**src/rtl/uart_rx.sv**
```systemverilog
// UART receiver: 2-flop synchronised line, mid-bit sampling, LSB-first data, optional parity, 1-2 stop bits.
// Define UART_RX_MAJORITY_EN to decide each bit by majority vote over the last three synchronised samples.
module uart_rx #(
  parameter int ClockDivider = 8,
  parameter int DataBits     = 8,
  parameter int StopBits     = 1,
  parameter int Parity       = 0
) (
  input  logic                clk,
  input  logic                rst,
  input  logic                rx,
  output logic [DataBits-1:0] data_out,
  output logic                data_out_valid,
  input  logic                data_out_ready,
  output logic                parity_error,
  output logic                frame_error,
  output logic                overrun,
  output logic                busy
);

  localparam int CW = (ClockDivider > 1) ? $clog2(ClockDivider) : 1;
  localparam logic [CW-1:0] LAST      = CW'(ClockDivider - 1);
  localparam logic [CW-1:0] HALF      = CW'(ClockDivider / 2 - 1);
  localparam logic [3:0]    DATA_LAST = 4'(DataBits - 1);
  localparam logic [3:0]    STOP_LAST = 4'(StopBits - 1);
  localparam logic          ODD       = (Parity == 2);

  if (DataBits < 5 || DataBits > 9) begin : g_bad_databits
    $error("uart_rx: DataBits must be in 5..9");
  end
  if (StopBits < 1 || StopBits > 2) begin : g_bad_stopbits
    $error("uart_rx: StopBits must be 1 or 2");
  end
  if (Parity < 0 || Parity > 2) begin : g_bad_parity
    $error("uart_rx: Parity must be 0, 1 or 2");
  end
  if (ClockDivider < 4) begin : g_bad_divider
    $error("uart_rx: ClockDivider must be at least 4");
  end

  typedef enum logic [2:0] {IDLE, START, DATA, PARITY, STOP} state_t;

  state_t              state;
  logic [CW-1:0]       cnt;
  logic [3:0]          bit_cnt;
  logic [DataBits-1:0] shreg;
  logic                par_err_q;
  logic                frm_err_q;
  logic                deliver;
  logic                rx_m;
  logic                rx_s;
  logic                bit_val;

  always_ff @(posedge clk or posedge rst) begin
    if (rst) begin
      rx_m <= 1'b1;
      rx_s <= 1'b1;
    end else begin
      rx_m <= rx;
      rx_s <= rx_m;
    end
  end

`ifdef UART_RX_MAJORITY_EN
  logic [1:0] hist;

  always_ff @(posedge clk or posedge rst) begin
    if (rst) hist <= '1;
    else     hist <= {hist[0], rx_s};
  end

  assign bit_val = (rx_s & hist[0]) | (rx_s & hist[1]) | (hist[0] & hist[1]);
`else
  assign bit_val = rx_s;
`endif

  // Frame FSM; deliver is a one-cycle strobe raised on the last stop sample.
  always_ff @(posedge clk or posedge rst) begin
    if (rst) begin
      state     <= IDLE;
      cnt       <= '0;
      bit_cnt   <= '0;
      shreg     <= '0;
      par_err_q <= 1'b0;
      frm_err_q <= 1'b0;
      deliver   <= 1'b0;
      busy      <= 1'b0;
    end else begin
      deliver <= 1'b0;
      case (state)
        IDLE: begin
          if (!rx_s) begin
            state <= START;
            busy  <= 1'b1;
            cnt   <= '0;
          end
        end
        START: begin
          if (cnt == HALF) begin
            cnt <= '0;
            if (!bit_val) begin
              state     <= DATA;
              bit_cnt   <= '0;
              par_err_q <= 1'b0;
              frm_err_q <= 1'b0;
            end else begin
              state <= IDLE;
              busy  <= 1'b0;
            end
          end else begin
            cnt <= cnt + 1'b1;
          end
        end
        DATA: begin
          if (cnt == LAST) begin
            cnt   <= '0;
            shreg <= {bit_val, shreg[DataBits-1:1]};
            if (bit_cnt == DATA_LAST) begin
              bit_cnt <= '0;
              state   <= (Parity != 0) ? PARITY : STOP;
            end else begin
              bit_cnt <= bit_cnt + 4'd1;
            end
          end else begin
            cnt <= cnt + 1'b1;
          end
        end
        PARITY: begin
          if (cnt == LAST) begin
            cnt       <= '0;
            par_err_q <= ((^shreg) ^ bit_val) != ODD;
            state     <= STOP;
          end else begin
            cnt <= cnt + 1'b1;
          end
        end
        STOP: begin
          if (cnt == LAST) begin
            cnt <= '0;
            if (!bit_val) frm_err_q <= 1'b1;
            if (bit_cnt == STOP_LAST) begin
              bit_cnt <= '0;
              state   <= IDLE;
              busy    <= 1'b0;
              deliver <= 1'b1;
            end else begin
              bit_cnt <= bit_cnt + 4'd1;
            end
          end else begin
            cnt <= cnt + 1'b1;
          end
        end
        default: begin
          state <= IDLE;
          busy  <= 1'b0;
        end
      endcase
    end
  end

  // A new word replaces the held one only if the held one is free or being accepted now.
  always_ff @(posedge clk or posedge rst) begin
    if (rst) begin
      data_out       <= '0;
      data_out_valid <= 1'b0;
      parity_error   <= 1'b0;
      frame_error    <= 1'b0;
      overrun        <= 1'b0;
    end else begin
      overrun <= 1'b0;
      if (data_out_valid && data_out_ready) data_out_valid <= 1'b0;
      if (deliver) begin
        if (!data_out_valid || data_out_ready) begin
          data_out       <= shreg;
          parity_error   <= par_err_q;
          frame_error    <= frm_err_q;
          data_out_valid <= 1'b1;
        end else begin
          overrun <= 1'b1;
        end
      end
    end
  end

endmodule

```
**config.mk**
```make
export PLATFORM = sky130hd
export DESIGN_NAME = uart_rx
export DESIGN_NICKNAME = d
export VERILOG_FILES = /design/src/rtl/uart_rx.sv
export SDC_FILE = /design/constraint.sdc
export NUM_CORES = 1
export LEC_CHECK = 0
export ABC_AREA = 1
export CAP_MARGIN = 20
export CORE_MARGIN = 8
export CORE_UTILIZATION = 50
export DETAILED_ROUTE_END_ITERATION = 10
export PLACE_DENSITY = 0.7
export SKIP_LAST_GASP = 1
export SLEW_MARGIN = 10
export SYNTH_ARGS = -nofsm -noshare
export SYNTH_HDL_FRONTEND = slang
export SYNTH_SLANG_ARGS = --single-unit
```
**constraint.sdc**
```tcl
create_clock -name clk -period 3.6 [get_ports clk]
set_input_delay 0.54 -clock clk [delete_from_list [all_inputs] [get_ports clk]]
set_output_delay 0.54 -clock clk [all_outputs]
set_load 0.05 [all_outputs]
```
Yosys cells after proc, flatten, opt, wreduce, memory -nomap -nowiden. Cells that the tools add are included.

Logic and storage cells: 96. Memories: 0. Flip-flop bits (word level): 36. Latch bits: 0. Output and inout bits: 13. Memory bits (writable): 0. Memory bits (read-only): 0. Input bits: 4.

Equality and inequality tests: 17. Shifts and indexed selects: 0. $mul: 0. Divide/modulo/power cells: 0. Reductions and logical operators: 20. Bitwise gates (word level): 2. Muxes and demuxes: 40. $lt $le $gt $ge: 0. Add/sub/neg operators: 2.

Operators with widths (count): 3-bit two-way mux (10); 4-bit two-way mux (6); 2-bit != test, second input constant (10); 1-bit two-way mux (17); 3-bit case mux with 5 select lines (1); 4-bit case mux with 3 select lines (1); 5-bit AND reduction (2); 3-bit by 2-bit == test with 1-bit output, second input constant (3); 3-bit case mux with 3 select lines (1); 8-bit XOR reduction (1); 7-bit AND reduction (1); 3-bit == test, second input constant (2); 2-bit AND reduction (3); 6-bit AND reduction (1); 3-bit nonzero test (2); 4-bit by 1-bit adder with 4-bit output, second input constant (1); 4-bit by 3-bit == test with 1-bit output, second input constant (1); 4-bit zero test (1); 1-bit case mux with 2 select lines (2); 1-bit case mux with 4 select lines (1); 4-bit AND reduction (1); 2-bit nonzero test (2); 3-bit by 1-bit adder with 3-bit output, second input constant (1); 3-bit by 1-bit == test with 1-bit output, second input constant (1); 9 further kinds (9).

Logic depth before layout (Yosys ltp). Gate-level depths: netlist of the first run.

Word-level depth: 4. Gate-level depth with buffers: 11.

Least setup slack after synthesis of the first run. OpenSTA, ideal clock, no wires.

Path type: reg2reg. From: reg cnt[0]. To: reg bit_cnt[0]. Buffers on the path: 0. Required time: 3523 ps. Cell stages (with the launch flop): 10. Setup time: 77 ps. Setup slack: 2139 ps. Clock period less this slack: 1461 ps. Data arrival time: 1385 ps. Path through: dfrtp_1 -> ha_1 -> ha_1 -> inv_1 -> nand2_1 -> nand2_2 -> nor2_2 -> o21ai_2 -> nand2_1 -> o21ai_1.

Word-level cells in the longest chain between the ends: 3.

RTL lines: start, declared (line 44) `logic [CW-1:0] cnt;`; start signal, assigned (line 111) `cnt <= cnt + 1'b1;`; start signal, assigned (line 125) `cnt <= cnt + 1'b1;`; start signal, assigned (line 134) `cnt <= cnt + 1'b1;`; 3-bit == test or 3-bit by 2-bit == test with 1-bit output (tied branches) (line 115, 138, 99); 2-bit != test (no source line); 5-bit AND reduction (no source line) *; end signal, assigned (line 122) `bit_cnt <= bit_cnt + 4'd1;`; end signal, assigned (line 147) `bit_cnt <= bit_cnt + 4'd1;`; end, declared (line 45) `logic [3:0] bit_cnt;`.

Every way passes the cells marked *; elsewhere a longest branch is shown, timed or not. A chain may end at the register's enable or synchronous reset.

Worst setup path after layout of the first run.
From: reg data_out[6]. To: out data_out[6].

RTL lines: start, declared (line 12) `output logic [DataBits-1:0] data_out,`; start signal, assigned (line 174) `data_out <= shreg;`.

No word-level cell between the ends.

==> out/results.tsv, run 1 <==
stage	metric	value	unit
detailed_routing	routed_via_density	4.830	
grt	grt_pass1_wl	5733	um
grt	grt_max_degree	22	
final_layout	final_area	2090	um^2
cts	cts_resized	0	
detailed_routing	firstDrtPassIters	4	
place	io_buffers	16	
final_layout	final_nets	244	
cts	cts_tree	done	
final_layout	synthToLayoutAreaGrowth	16.05	%
floorplanning	die_y	76.01	um
floorplanning	rows	22	
power	power	0.001045	W
detailed_routing	drt-met1-wl	1621	um
detailed_routing	ant_nets	0	
sta	fin_hold_ws	0.3622	ns
sta	finalHoldViolCount	0	
setup_path	r2r-end	bit_cnt[3]$_DFFE_PP0P_	
cts	path_clk_slew	0.11	ns
setup_path	rr_worst_depth	9	
setup_path	cp_data_required_time	3.06	ns
setup_path	crit_type	reg -> out	
cts	clk_latency	0.34	ns
sta	slew_viol_final	0	
sta	max_freq	480.7	MHz
sta	finalSetupTns	0	ns
sta	slew_headroom	48.33	%
logic_synthesis	ys_ff_latch	36	
floorplanning	die_w	76.01	um
sta	worst_pin_slew	0.7742	ns
sta	setup_viol	0	
power	powerDensity	500.0	nW/um^2
logic_synthesis	synth_nets	222	
sta	min_period	2.080	ns
hold_path	worstHoldEndpoint	bit_val$_DFF_PP1_	
outcome	outcome	finished, final reports clean	
power	p_leak	1.025	nW
setup_path	crit_family	buffers and inverters	
cts	cts_setup_buffers	0	
logic_synthesis	netlist_instances	212	
final_layout	nFillCells	297	
detailed_routing	wl_met2	1456	um
logic_synthesis	post_synth_instance_area	1800	um^2
grt	antenna_found_initial	0	
detailed_routing	top_layer	met4	
floorplanning	core	3551	um^2
run	maxCapViolCount	0	
hold_path	whs_path_depth	0	
detailed_routing	route.vias.total	1367	
logic_synthesis	syn_area_per_cell	8.493	um^2
setup_path	slowest_delay	0.81	ns
detailed_routing	drc	0	
setup_path	timing.critical_path.buf_inv	1	
detailed_routing	dr_wl_met3	144	um
cts	cts_buffer_depth	2	
place	place_area	2013	um^2
detailed_routing	first_iter_violations	63	
setup_path	start_kind	flop	
cts	cts_root_buffer	clkbuf_4	
logic_synthesis	yosysWarnings	0	
floorplanning	initial_utilization	50.70	%
grt	overflow	0	
detailed_routing	routedWlPerCell	11.45	um
setup_path	rr_startpoint	cnt[0]$_DFFE_PP0P_	
cts	postCtsHoldBufs	0	
floorplanning	ios	17	
sta	period_share	57.78	%
setup_path	rrSetupSlack	1.97	ns
final_layout	drive_above_1_share	14.47	%
hold_path	hp-start	rx_m$_DFF_PP1_	
sta	finClkSkew	0.009691	ns
detailed_routing	wirelength	3241	um
final_layout	antenna_cells	0	
setup_path	crit_path_max_fanout	2	
sta	rsz0062_at_grt	no	
logic_synthesis	yosysSeqAreaShare	50.17	%
cts	cts_sinks	36	
setup_path	cp_slowest_cell	clkdlybuf4s50_1	
cts	cts-buffers-inserted	5	
place	dp_hpwl	2405	um
grt	grt_pass1_vias	1261	
logic_synthesis	synth_cell_types	24	
setup_path	arrival	1.54	ns
grt	grt_usage	11.71	%
power	ir_worst_vdd	0.0002819	V
hold_path	min_path_type	reg -> reg	
setup_path	crit_chain	clkdlybuf4s50_1	
floorplanning	die-area	5777	um^2
setup_path	end_kind	output port	
place	gp_congestion	0.8620	
cts	htree_levels	2	
## synth_stat cells (all sizes together)
| master | number | share of area [%] |
|---|---|---|
| nand2 | 70 | 15 |
| inv | 31 | 6.5 |
| dfstp | 2 | 2.9 |
| nor2 | 12 | 2.9 |
| nand3 | 10 | 3.3 |
| mux2 | 2 | 1.3 |
| dfrtp | 34 | 47 |
| buf | 1 | 0.63 |
| clkbuf | 1 | 0.21 |
| nand4 | 3 | 1.0 |
| ha | 6 | 4.2 |
| a21oi | 1 | 0.49 |
| a22oi | 1 | 0.42 |
| xnor2 | 2 | 0.97 |
| o21ai | 29 | 10 |
| o31ai | 2 | 0.83 |
| nor3 | 3 | 0.83 |
| xor2 | 2 | 0.97 |
## worst max path at each step
stage | start | endpoint | slack (ns) | cells past startpoint
finish | data_out[6]$_DFFE_PP0P_ | data_out[6] | 1.52 | 1
global route | data_out[6]$_DFFE_PP0P_ | data_out[6] | 1.47 | 1
CTS | data_out[2]$_DFFE_PP0P_ | data_out[2] | 1.50 | 1
detailed placement | data_out_ready | frame_error$_DFFE_PP0P_ | 1.62 | 5
global placement | data_out_ready | frame_error$_DFFE_PP0P_ | 1.64 | 5
floorplan | cnt[0]$_DFFE_PP0P_ | bit_cnt[0]$_DFFE_PP0P_ | 2.14 | 9
## per-stage QoR
step                      cells  util (%)  setup WS (ns)
after global placement      275     56.69          1.636
after global routing        283     58.84          1.466
after CTS                   283     58.84          1.502
after detailed placement    275     56.69          1.615
final                       283     58.84          1.520
after floorplan             212         -          2.139
## metal layers
metal | vias to the layer above | track usage (%)
met5 | - | 0
met3 | 2 | 3.656
li1 | 720 | -
met2 | 32 | 17.05
met1 | 613 | 15.60
met4 | 0 | 4.706
## flip-flops by register name, indices dropped and copies added, names as in the netlist
register,cells
shreg,8
rx_m,1
overrun,1
frm_err_q,1
state,3
data_out,8
cnt,3
par_err_q,1
parity_error,1
bit_val,1
bit_cnt,4
frame_error,1
data_out_valid,1
deliver,1
busy,1
## power breakdown
group / switching [W] / internal, W
Clock: 0.000135 / 0.000146
Combinational: 0.000196 / 0.0000920
Sequential: 0.0000339 / 0.000442
## logic make-up after synthesis
logic type / count (synthesis) / share of synthesized area, %
AOI/OAI and AO/OA: 33 / 11.88
xor gates and xnor gates: 4 / 1.946
adders and majority gates: 6 / 4.169
buffers and inverters: 33 / 7.296
DFF: 36 / 50.17
muxes: 2 / 1.251
and+or+nand+nor: 98 / 23.28
## cells in the final DEF (no fill, tap or decap), types with 4 or more instances in the layout
cell type / n
clkbuf_4: 5
clkdlybuf4s50_1: 16
dfrtp_1: 34
ha_1: 6
inv_1: 29
nand2_1: 66
nand2_2: 4
nand3_1: 8
nor2_1: 9
o21ai_0: 13
o21ai_1: 6
o21ai_2: 10
## layout make-up
cell class	instances	area (um^2)	share of cell area, %
clock buffer	6	41.29	1.976
sequential	36	903.4	43.23
clock inverter	2	35.03	1.677
multi-input combinational	143	765.7	36.65
tap	48	60.06	2.874
inverter	31	116.4	5.569
timing repair buffer	17	167.7	8.024
No activity file was read; power rests on OpenSTA's default activity.
==> inputs of run 2 (changes only) <==
--- a/config.mk
+++ b/config.mk
@@ -10,7 +10,7 @@
 export CORE_MARGIN = 8
 export CORE_UTILIZATION = 50
 export DETAILED_ROUTE_END_ITERATION = 10
-export PLACE_DENSITY = 0.7
+export PLACE_DENSITY = 0.73
 export SKIP_LAST_GASP = 1
 export SLEW_MARGIN = 10
 export SYNTH_ARGS = -nofsm -noshare
==> constraint.sdc (replaced) <==
create_clock -name clk -period 1.75 [get_ports clk]
set_input_delay 0.2625 -clock clk [delete_from_list [all_inputs] [get_ports clk]]
set_output_delay 0.2625 -clock clk [all_outputs]
set_load 0.05 [all_outputs]
==> run 2 against run 1 <==
  * Sequential power is 110% higher
  * Flip-flop and latch count unchanged
  * Routed wire length is 1.1% higher
  * Hold slack lost 0.095 ns
  * Final cell count grew 0.35%
  * First-iteration DRC count increased by 68%
  * Worst setup slack got worse by 1.4 ns
  * Sequential share of layout area up 0.71 points
  * Critical path type is now reg -> reg
  * Critical endpoint is now bit_cnt[2]$_DFFE_PP0P_
  * Highest routed layer unchanged
==> out/results.tsv, run 2 (synthesis results as in run 1) <==
stage	metric	value	unit	change
power	powerDensity	969.1	nW/um^2	+94%
grt	grt_pass1_wl	5878	um	+2.5%
power	pwr-share-comb	29.9	%	+2.3 points
floorplanning	die-area	5777	um^2	unchanged
sta	finalHoldViolCount	0		unchanged
cts	clk_latency	0.33	ns	about the same
final_layout	final_nets	245		+0.41%
floorplanning	rows	22		unchanged
final_layout	synthToLayoutAreaGrowth	14.18	%	
floorplanning	die_y	76.01	um	unchanged
grt	antenna_found_initial	0		unchanged
cts	cts_sinks	36		unchanged
detailed_routing	wirelength	3276	um	+1.1%
power	p_leak	1.064	nW	+3.8%
final_layout	largest_registers	data_out x8, shreg x8, bit_cnt x4		
sta	slew_headroom	66.14	%	+18 points
sta	period_share	90.64	%	
sta	finalSetupTns	0	ns	unchanged
setup_path	crit_type	reg -> reg		
grt	grt_usage	12.41	%	+0.70 points
grt	met1_usage	15.13	%	-0.48 points
sta	setup_viol	0		unchanged
sta	min_period	1.586	ns	
grt	grt_pass1_vias	1325		+5.1%
final_layout	layout_common_cells	nand2_1 (66), dfrtp_1 (34), inv_1 (28)		
final_layout	antenna_cells	0		unchanged
cts	path_clk_slew	0.10	ns	about the same
detailed_routing	firstDrtPassIters	4		unchanged
floorplanning	ios	17		unchanged
setup_path	slowest_delay	0.41	ns	-0.40 ns
sta	rsz0062_at_grt	no		
power	ir_worst_vdd	0.0005567	V	+97%
detailed_routing	route.vias.total	1375		+0.59%
outcome	outcome	finished, final reports clean		
sta	worst_pin_slew	0.5070	ns	-0.2671 ns
cts	htree_levels	2		unchanged
cts	cts_root_buffer	clkbuf_4		
power	intPower	0.001258	W	+85%
setup_path	crit_path_max_fanout	8		+6
floorplanning	initial_utilization	50.70	%	unchanged
detailed_routing	routed_via_density	4.842		+0.23%
place	dp_hpwl	2481	um	+3.2%
cts	cts_tree	done		
setup_path	cp_slowest_cell	dfrtp_1		
cts	cts-buffers-inserted	5		unchanged
final_layout	drive_above_1_share	19.92	%	+5.4 points
sta	max_freq	630.5	MHz	
power	clockPowerShare	20.8	%	-6.0 points
setup_path	start_kind	flop		
final_layout	nFillCells	332		+12%
grt	overflow	0		unchanged
floorplanning	core	3551	um^2	unchanged
grt	use_met3	4.009	%	+0.35 points
sta	slew_viol_final	0		unchanged
grt	busiest_layer	met2		
setup_path	end_kind	flop		
final_layout	mostFrequentLayoutCell	nand2_1		
place	io_buffers	16		unchanged
detailed_routing	routedWlPerCell	11.54	um	+0.72%
setup_path	arrival	1.84	ns	+0.30 ns
detailed_routing	drc	0		unchanged
grt	met2_usage	19.54	%	+2.5 points
detailed_routing	ant_nets	0		unchanged
setup_path	crit_chain	ha_1 > ha_1 > nor2_2 > inv_1 > nand2_2 > nor2_2 > o21ai_2 > nand2_1 > o21ai_1		
cts	cts_setup_buffers	0		unchanged
final_layout	fin_util	57.89	%	-0.95 points
setup_path	cp_data_required_time	2.01	ns	-1.05 ns
place	gp_congestion	0.8672		+0.60%
detailed_routing	first_iter_violations	106		+68%
grt	grt_max_degree	37		+68%
run	maxCapViolCount	0		unchanged
cts	cts_buffer_depth	2		unchanged
sta	finClkSkew	0.004905	ns	-0.004786 ns
floorplanning	die_w	76.01	um	unchanged
hold_path	min_path_type	in -> async		
power	p_seq_share	49.3	%	+3.7 points
power	p_switching	0.0007343	W	+100%
power	sw_frac_of_total	36.86	%	+1.9 points
-- run 2: area by class of cell --
| class | instances | area, um^2 | share of cell area, % |
|---|---|---|---|
| tap | 48 | 60.06 | 2.921 |
| clock inverter | 1 | 5.005 | 0.2435 |
| sequential | 36 | 903.4 | 43.94 |
| timing repair buffer | 18 | 160.2 | 7.791 |
| multi-input combinational | 143 | 765.7 | 37.25 |
| inverter | 31 | 116.4 | 5.660 |
| clock buffer | 7 | 45.04 | 2.191 |
-- run 2: metal layers --
layer | up-vias | share of wire, % | wire length (um)
li1 | 717 | - | -
met1 | 622 | 47 | 1542
met2 | 31 | 46 | 1512
met3 | 5 | 4.8 | 157
met4 | 0 | 1.9 | 63
met5 | - | 0 | 0
-- run 2: path summary, 6_finish.rpt --
kind	startpoint	endpoint	slack [ns]	cells past startpoint
worst min-delay path	rst	data_out[0]$_DFFE_PP0P_	0.27	3
max in group asynchronous	rst	rx_m$_DFF_PP1_	1.23	3
worst max register to register	cnt[0]$_DFFE_PP0P_	bit_cnt[2]$_DFFE_PP0P_	0.16	9
worst max-delay path	cnt[0]$_DFFE_PP0P_	bit_cnt[2]$_DFFE_PP0P_	0.16	9
worst min register to register	rx_m$_DFF_PP1_	bit_val$_DFF_PP1_	0.37	0
min in group clk	rx	rx_m$_DFF_PP1_	0.33	1
-- run 2: power groups by stage --
stage | Sequential, W | Combinational [W] | Clock, W
floorplan | 0.00101 | 0.000436 | 0
global placement | 0.000994 | 0.000587 | 0
detailed placement | 0.000997 | 0.000601 | 0
CTS | 0.000981 | 0.000603 | 0.000440
global route | 0.000993 | 0.000685 | 0.000467
finish | 0.000982 | 0.000595 | 0.000415
-- run 2: timing repair --
action                                  4_1_cts  5_1_grt
endpoints found under the setup margin        0        3
resized for setup                             0        2
hold buffers                                  0        0
-- run 2: critical path, delay by kind of cell (launching register included) --
family | cells | cell delay, ns
adder cells (fa/ha/maj) | 2 | 0.44
AO/OA/AOI/OAI | 2 | 0.22
buffers and inverters | 1 | 0.10
flip-flops | 1 | 0.41
AND/OR/NAND/NOR | 4 | 0.35
-- run 2: metrics by stage --
stage	setup WS, ns	hold WS [ns]	instances	cell area, um^2	power [W]
2_1_floorplan	0.2888	0.2670	212	1800	0.001447
3_3_place_gp	0.2114	0.3468	276	2003	0.001581
3_5_place_dp	0.1248	0.3539	276	2003	0.001598
4_1_cts	0.01071	0.2704	284	2053	0.002024
5_1_grt	0.04825	0.2950	284	2056	0.002145
6_report	0.1638	0.2672	284	2056	0.001992
